$ cat src/rtl/mem_stage.sv
// MIPS memory stage: aligns loads/stores onto a handshaked data port, stalls
// upstream while an access is outstanding, and feeds the MEM/WB register.
module mem_stage #(
   parameter int TIMEOUT = 16
) (
   input  logic        clk,
   input  logic        reset,
   input  logic        memread_M,
   input  logic        memwrite_M,
   input  logic        regwrite_M,
   input  logic        memtoreg_M,
   input  logic [1:0]  size_M,
   input  logic        unsigned_M,
   input  logic [31:0] aluresult_M,
   input  logic [31:0] writedata_M,
   input  logic [4:0]  writereg_M,
   output logic        dmem_req,
   output logic        dmem_we,
   output logic [31:0] dmem_addr,
   output logic [3:0]  dmem_be,
   output logic [31:0] dmem_wdata,
   input  logic [31:0] dmem_rdata,
   input  logic        dmem_ack,
   output logic        stall_M,
   output logic        misalign_M,
   output logic        buserr_M,
   output logic        regwrite_W,
   output logic        memtoreg_W,
   output logic [31:0] readdata_W,
   output logic [31:0] aluresult_W,
   output logic [4:0]  writereg_W
);

   localparam int NUM_LANES = 4;
   localparam int CW = (TIMEOUT < 2) ? 1 : $clog2(TIMEOUT + 1);

   typedef enum logic {IDLE, BUSY} state_t;

   state_t         state, state_nx;
   logic [CW-1:0]  cnt, cnt_nx;
   logic           memop, misaligned, at_limit, timeout, load_done;
   logic [1:0]     ofs;
   logic [7:0]     ld_byte;
   logic [15:0]    ld_half;
   logic [31:0]    ld_data;
   logic [NUM_LANES-1:0][7:0] wlane;

   assign ofs        = aluresult_M[1:0];
   assign memop      = memread_M | memwrite_M;
   assign misaligned = memop & (((size_M == 2'b01) & ofs[0]) |
                                (size_M[1] & (ofs != 2'b00)));

   // The limit cycle is not a stall: an ack there completes, otherwise the
   // instruction retires as a bus error and upstream advances.
   assign at_limit  = (state == BUSY) && (cnt == CW'(TIMEOUT));
   assign timeout   = at_limit & ~dmem_ack;

   assign dmem_req   = (state == BUSY) | (memop & ~misaligned);
   assign dmem_we    = memwrite_M & dmem_req;
   assign dmem_addr  = {aluresult_M[31:2], 2'b00};
   assign stall_M    = dmem_req & ~dmem_ack & ~at_limit;
   assign misalign_M = misaligned & ~reset;
   assign buserr_M   = timeout & ~reset;
   assign load_done  = memread_M & dmem_req & dmem_ack;

   always_comb begin
      case (size_M)
         2'b00:   dmem_be = 4'b0001 << ofs;
         2'b01:   dmem_be = ofs[1] ? 4'b1100 : 4'b0011;
         default: dmem_be = 4'b1111;
      endcase
   end

   // Replicate store data so each enabled lane sees its bytes in place.
   for (genvar i = 0; i < NUM_LANES; i++) begin : g_lane
      assign wlane[i] = (size_M == 2'b00) ? writedata_M[7:0] :
                        (size_M == 2'b01) ? writedata_M[8*(i%2) +: 8] :
                                            writedata_M[8*i +: 8];
   end
   assign dmem_wdata = wlane;

   assign ld_byte = dmem_rdata[8*ofs +: 8];
   assign ld_half = ofs[1] ? dmem_rdata[31:16] : dmem_rdata[15:0];

   always_comb begin
      case (size_M)
         2'b00:   ld_data = unsigned_M ? {24'b0, ld_byte} : {{24{ld_byte[7]}}, ld_byte};
         2'b01:   ld_data = unsigned_M ? {16'b0, ld_half} : {{16{ld_half[15]}}, ld_half};
         default: ld_data = dmem_rdata;
      endcase
   end

   always_comb begin
      state_nx = state;
      cnt_nx   = cnt;
      case (state)
         IDLE: begin
            if (dmem_req && !dmem_ack) begin
               state_nx = BUSY;
               cnt_nx   = CW'(1);
            end
         end
         BUSY: begin
            if (dmem_ack || at_limit) begin
               state_nx = IDLE;
               cnt_nx   = '0;
            end else begin
               cnt_nx = cnt + 1'b1;
            end
         end
         default: begin
            state_nx = IDLE;
            cnt_nx   = '0;
         end
      endcase
   end

   always_ff @(posedge clk) begin
      if (reset) begin
         state <= IDLE;
         cnt   <= '0;
      end else begin
         state <= state_nx;
         cnt   <= cnt_nx;
      end
   end

   always_ff @(posedge clk) begin
      if (reset) begin
         regwrite_W  <= 1'b0;
         memtoreg_W  <= 1'b0;
         readdata_W  <= '0;
         aluresult_W <= '0;
         writereg_W  <= '0;
      end else if (stall_M) begin
         regwrite_W <= 1'b0;
         memtoreg_W <= 1'b0;
      end else begin
         regwrite_W  <= regwrite_M & ~misaligned & ~timeout;
         memtoreg_W  <= memtoreg_M;
         aluresult_W <= aluresult_M;
         writereg_W  <= writereg_M;
         if (load_done) readdata_W <= ld_data;
      end
   end

endmodule
$ cat config.mk
export PLATFORM = sky130hd
export DESIGN_NAME = mem_stage
export DESIGN_NICKNAME = d
export VERILOG_FILES = /design/src/rtl/mem_stage.sv
export SDC_FILE = /design/constraint.sdc
export NUM_CORES = 1
export LEC_CHECK = 0
export BUFFER_PORTS_ARGS = -buffer_cell sky130_fd_sc_hd__buf_2
export CAP_MARGIN = 15
export CORE_MARGIN = 8
export CORE_UTILIZATION = 47
export DETAILED_ROUTE_END_ITERATION = 8
export MAX_ROUTING_LAYER = met4
export PLACE_DENSITY = 0.83
export REMOVE_ABC_BUFFERS = 1
export SKIP_LAST_GASP = 1
export SYNTH_ARGS = -nofsm -noshare
export SYNTH_HDL_FRONTEND = slang
export SYNTH_SLANG_ARGS = --single-unit
$ cat constraint.sdc
create_clock -name clk -period 3 [get_ports clk]
set_input_delay 0.15 -clock clk [delete_from_list [all_inputs] [get_ports clk]]
set_output_delay 0.15 -clock clk [all_outputs]
set_load 0.05 [all_outputs]
# Yosys cells after proc, flatten, opt, wreduce, memory -nomap -nowiden
# Cells that the tools add are included.
# Widths: inputs -> output; s select.
[totals] out_inout_bits=144 rom_bits=0 memories=0 elab_cells=62 in_bits=111 ramBits=0 latchBits=0 ff_bits=77
[op_classes] div_mod_pow=0 n_mul=0 n_mux=17 n_eq_ne=3 n_shift=2 n_lt_le_gt_ge=0 n_reduce_logical=8 n_bitwise=24 n_addsub=1
[op_table] op="$mux 32" count=2
[op_table] op="$pmux 32 s2" count=1
[op_table] op="$mux 8" count=5
[op_table] op="$shiftx 32x6->8" count=1
[op_table] op="$mux 16" count=1
[op_table] op="$and 1x1->1" count=14
[op_table] op="$mux 5" count=2
[op_table] op="$pmux 5 s2" count=1
[op_table] op="$pmux 4 s2" count=1
[op_table] op="$not 1->1" count=7
[op_table] op="$add 5x1->5 const B" count=1
[op_table] op="$eq 5x5->1 const B" count=1
[op_table] op="$mux 4" count=1
[op_table] op="$shl 1x2->4 const A" count=1
[op_table] op="$or 1x1->1" count=3
[op_table] op="$eq 2x1->1 const B" count=1
[op_table] op="$logic_and 1x1->1" count=2
[op_table] op="$logic_not 2->1" count=1
[op_table] op="$mux 1" count=2
[op_table] op="$ne 2x2->1 const B" count=1
[op_table] op="$pmux 1 s2" count=1
[op_table] op="$reduce_and 2->1" count=1
[op_table] op="$reduce_bool 2->1" count=1
[op_table] op="$reduce_or 2->1" count=1
[op_table] op="2 further kinds" count=2

# Longest topological paths before layout
[depth] word_depth=11 depth_mapped=8 mapped_depth_nobuf=6

# Least setup slack after synthesis
# OpenSTA, ideal clock, no wires.
[synth_timing] path_type="reg-to-reg" from="reg cnt[0]" to="reg regwrite_W" setup_slack_ns=0.698 period_less_slack_ns=2.302 arrival_ns=2.121 stages_incl_launch_ff=7 setup_ns=0.181 path_buffers=0 required_time_ns=2.819 cell_sequence="dfxtp_1 > inv_1 > ha_1 > nor4bb_4 > and2_1 > nor3_1 > nor3_1"
[synth_between] elab_chain_cells=5 elab_cells_between_ends=8 classes_between="eq/ne: 1; bitwise: 5; reduce/logical: 2"
[synth_rtl] element="from (decl)" line="40" text="logic [CW-1:0] cnt, cnt_nx;"
[synth_rtl] element="from (signal assigned)" line="124" text="cnt <= cnt_nx;"
[synth_rtl] element="$eq 5x5->1" line="55" text="assign at_limit = (state == BUSY) && (cnt == CW'(TIMEOUT));"
[synth_rtl] element="$logic_and 1x1->1" line="55"
[synth_rtl] element="$not 1->1" line="61" text="assign stall_M = dmem_req & ~dmem_ack & ~at_limit;"
[synth_rtl] element="$and 1x1->1" line="61"
[synth_rtl] element="named net stall_M" line="24" text="output logic stall_M,"
[synth_rtl] element="$reduce_or 2->1 (no line)"
[synth_rtl] element="to (signal assigned)" line="139" text="regwrite_W <= regwrite_M & ~misaligned & ~timeout;"
[synth_rtl] element="to (decl)" line="27" text="output logic regwrite_W,"
# The timed path passes the listed nets, and every way through them passes these cells.
# A chain may end at the register's enable or synchronous reset.

# Final worst setup path
[layout_timing] from="reg cnt[0]" to="reg aluresult_W[10]"
[layout_between] elab_chain_cells=4
[layout_rtl] element="$eq 5x5->1" line="55"
[layout_rtl] element="$logic_and 1x1->1" line="55"
[layout_rtl] element="$not 1->1" line="61"
[layout_rtl] element="$and 1x1->1" line="61"
[layout_rtl] element="to (signal assigned)" line="141" text="aluresult_W <= aluresult_M;"
[layout_rtl] element="to (decl)" line="30" text="output logic [31:0] aluresult_W,"
# No other way between the ends.

==> reports/metrics.cfg <==
[routing]
wire_per_inst_um=18.0
num_vias=4095
ant_nets=0
wirelength_mm=13.6
via_per_inst=5.42
drt-initial-drc-count=220
first_pass_iters=4
route.detailed.drc=0

[floorplanning]
ioPinCount=255
rows=34
start_util_pct=47.6
die-area_um2=11900
dieWidth_um=109
core_area_um2=8550
fp.dieH_um=109

[final_layout]
drive_gt1_share_pct=48.3
final_cells=756
nets=756
final_area_um2=5330
multi_input_area_um2=2010
antenna_cells=0
fill_cells=755
register_area_um2=1540
final_core_util_pct=62.3
areaGrowthSynthToFinish_pct=31.0

[synthesis]
yosys.area.top_type=dfxtp_1
synth_xor_area_share_pct=0
synthCells=444
ys_ff_latch=77
yosysTopAreaCellShare_pct=37.9
synth_edf_count=0
synthTopCellsByArea=dfxtp_1 (38%), a22o_1 (8.2%), buf_4 (7.8%)
yosysSeqAreaShare_pct=37.9
async_flop_share_pct=0
syn-cell-area_um2=4070
synth_fa_ha_area_share_pct=0.615
yosys.area_share.simple_pct=12.2
avgSynthCellArea_um2=9.16
synth_top_family_by_area=compound AO/OA/AOI/OAI gates
synth_compound_area_share_pct=25.1
synthFlopType=dfxtp_1
synth_cell_types=48
ys_warn_count=0
synthMuxAreaShare_pct=11.1

[placed_design]
hpwl_mm=10.6
dpl_cell_area_um2=5060
post-place-cells=738
gp_congestion=0.848
io_buffers=252

[pwr]
powerDensity_nw_per_um2=571
pwr-share-comb_pct=31.6
sw_frac_of_total_pct=37.2
p_clk_share_pct=31.4
leakage_nw=2.67
switchingPower_mw=1.13
seq_power_share_pct=37.0
p_int_mw=1.91
irDropWorstVdd_mv=0.418

[timing]
timing.fmax_ghz=0.455
finClkSkew_ns=0.0113
relSlewSlack_pct=41.1
hold-worst-slack_ns=0.0257
period_share_pct=73.2
finalMaxSlewViolations=0
tightest_slew_ns=0.881
grt_setup_unrepaired=no
fin_crit_ns=2.20
hold_viol_final=0
finalSetupViolations=0

[clock_network]
cts_setup_buffers=0
cts-buffers-inserted=9
cts_tree=yes
htreeDepth=3
insertion_delay_ns=0.34
clock_path_buffers=2
path_clk_slew_ns=0.08
numClockSinks=77
cts-root-buf=clkbuf_8

[grt]
first_global_vias=4125
grt_max_degree=39
globalRouteOverflowTotal=0
antenna_found_initial=0
grt_pass1_wl_mm=20.6
grtUsageTotal_pct=22.3

[worst_setup_path]
end_kind=flop
critPathMaxStageDelay_ns=0.41
cp.buffers_inverters=2
startpoint_type=flop
crit_path_max_fanout=28
cp_cell_sequence=inv_1 > ha_1 > nor4bb_4 > and2_1 > o31a_1 > buf_4 > a22o_1
worstPathArrival_ns=2.48
crit_family=compound AO/OA/AOI/OAI gates
worstPathRequired_ns=3.29
worst-setup-path-type=reg2reg
slowest_stage=o31a_1

[hold_path]
holdCritPathClass=in2reg

[flow_run]
max_cap_violations=0

[status]
status=finished clean

==> cell families after synthesis <==
family / after synthesis
and+or+nand+nor: 89
buffers and inverters: 85
muxes: 42
other: 1
DFF: 77
AOI/OAI and AO/OA: 148
adders and majority gates: 2
==> power by group through the flow <==
stage                     sequential (mW)  combinational (mW)  clock, mW
after floorplan                      1.37               0.328          0
after global placement               1.15               0.950          0
after detailed placement             1.15               0.964          0
after CTS                            1.12               0.966      0.967
after global routing                 1.13                1.01       1.03
final                                1.13               0.962      0.954
==> cell usage in the layout (no fill, tap or decap), types with 4 or more instances in the layout <==
cell type	instances
mux2_2	24
o22ai_1	7
nand2_1	36
buf_4	11
a22o_1	38
inv_1	6
clkbuf_8	9
nor4_1	4
nor3_1	4
a21oi_1	27
nor4bb_1	7
a2bb2oi_1	7
and2_1	11
a31oi_1	8
nor2_1	6
o21ai_0	38
a22oi_1	7
buf_2	252
dfxtp_1	77
mux2i_1	18
nor2b_1	6
==> Yosys cell counts (6+ instances only) <==
library cell,n
nand2_1,36
nor2_1,6
a31oi_1,8
mux2i_1,18
dfxtp_1,77
nor2b_1,6
buf_4,42
a2bb2oi_1,7
inv_1,6
a21oi_1,27
and2_1,11
a22o_1,38
o22ai_1,7
buf_2,15
o21ai_0,38
mux2_2,24
clkbuf_1,17
nor4bb_1,7
a22oi_1,7
==> what timing repair did <==
item | in CTS | in global routing
endpoints found under the hold margin | 1 | 1
gates resized for setup | 0 | 0
hold buffers | 1 | 1
==> worst paths after layout <==
| kind | from | endpoint | slack, ns | depth (start not counted) |
|---|---|---|---|---|
| worst max-delay path | cnt[0] | aluresult_W[10] | 0.80 | 7 |
| worst min-delay path | writereg_M[2] | writereg_W[2] | 0.03 | 2 |
| worst max register to register | cnt[0] | aluresult_W[10] | 0.80 | 7 |
| worst min register to register | readdata_W[15] | readdata_W[15] | 0.47 | 2 |
==> state kept, by name (all words and copies together), names as in the netlist <==
signal	count
regwrite_W	1
readdata_W	32
writereg_W	5
cnt	5
memtoreg_W	1
state	1
aluresult_W	32
==> metrics by stage <==
| stage | setup TNS, ns | worst slack [ns] | power [mW] |
|---|---|---|---|
| floorplan | -38.80 | -1.02 | 1.70 |
| finish | 0 | 0.804 | 3.04 |
| CTS | 0 | 0.796 | 3.06 |
| detailed placement | 0 | 0.814 | 2.11 |
| global placement | 0 | 0.897 | 2.10 |
| global route | 0 | 0.609 | 3.18 |
==> final cells by class <==
type	instances	area share, %
Inverter	7	0.493
Sequential cell	77	28.9
Tap cell	108	2.54
Clock buffer	9	2.33
Timing Repair Buffer	265	25.6
Clock inverter	7	2.28
Multi-Input combinational cell	283	37.8
==> metal layers <==
metal	GRT usage, %	routed length, um
met3	4.08	1010
met4	6.35	174
met1	27.0	5580
met5	-	0
met2	37.1	6830
Power figures use the tool's default switching activity.
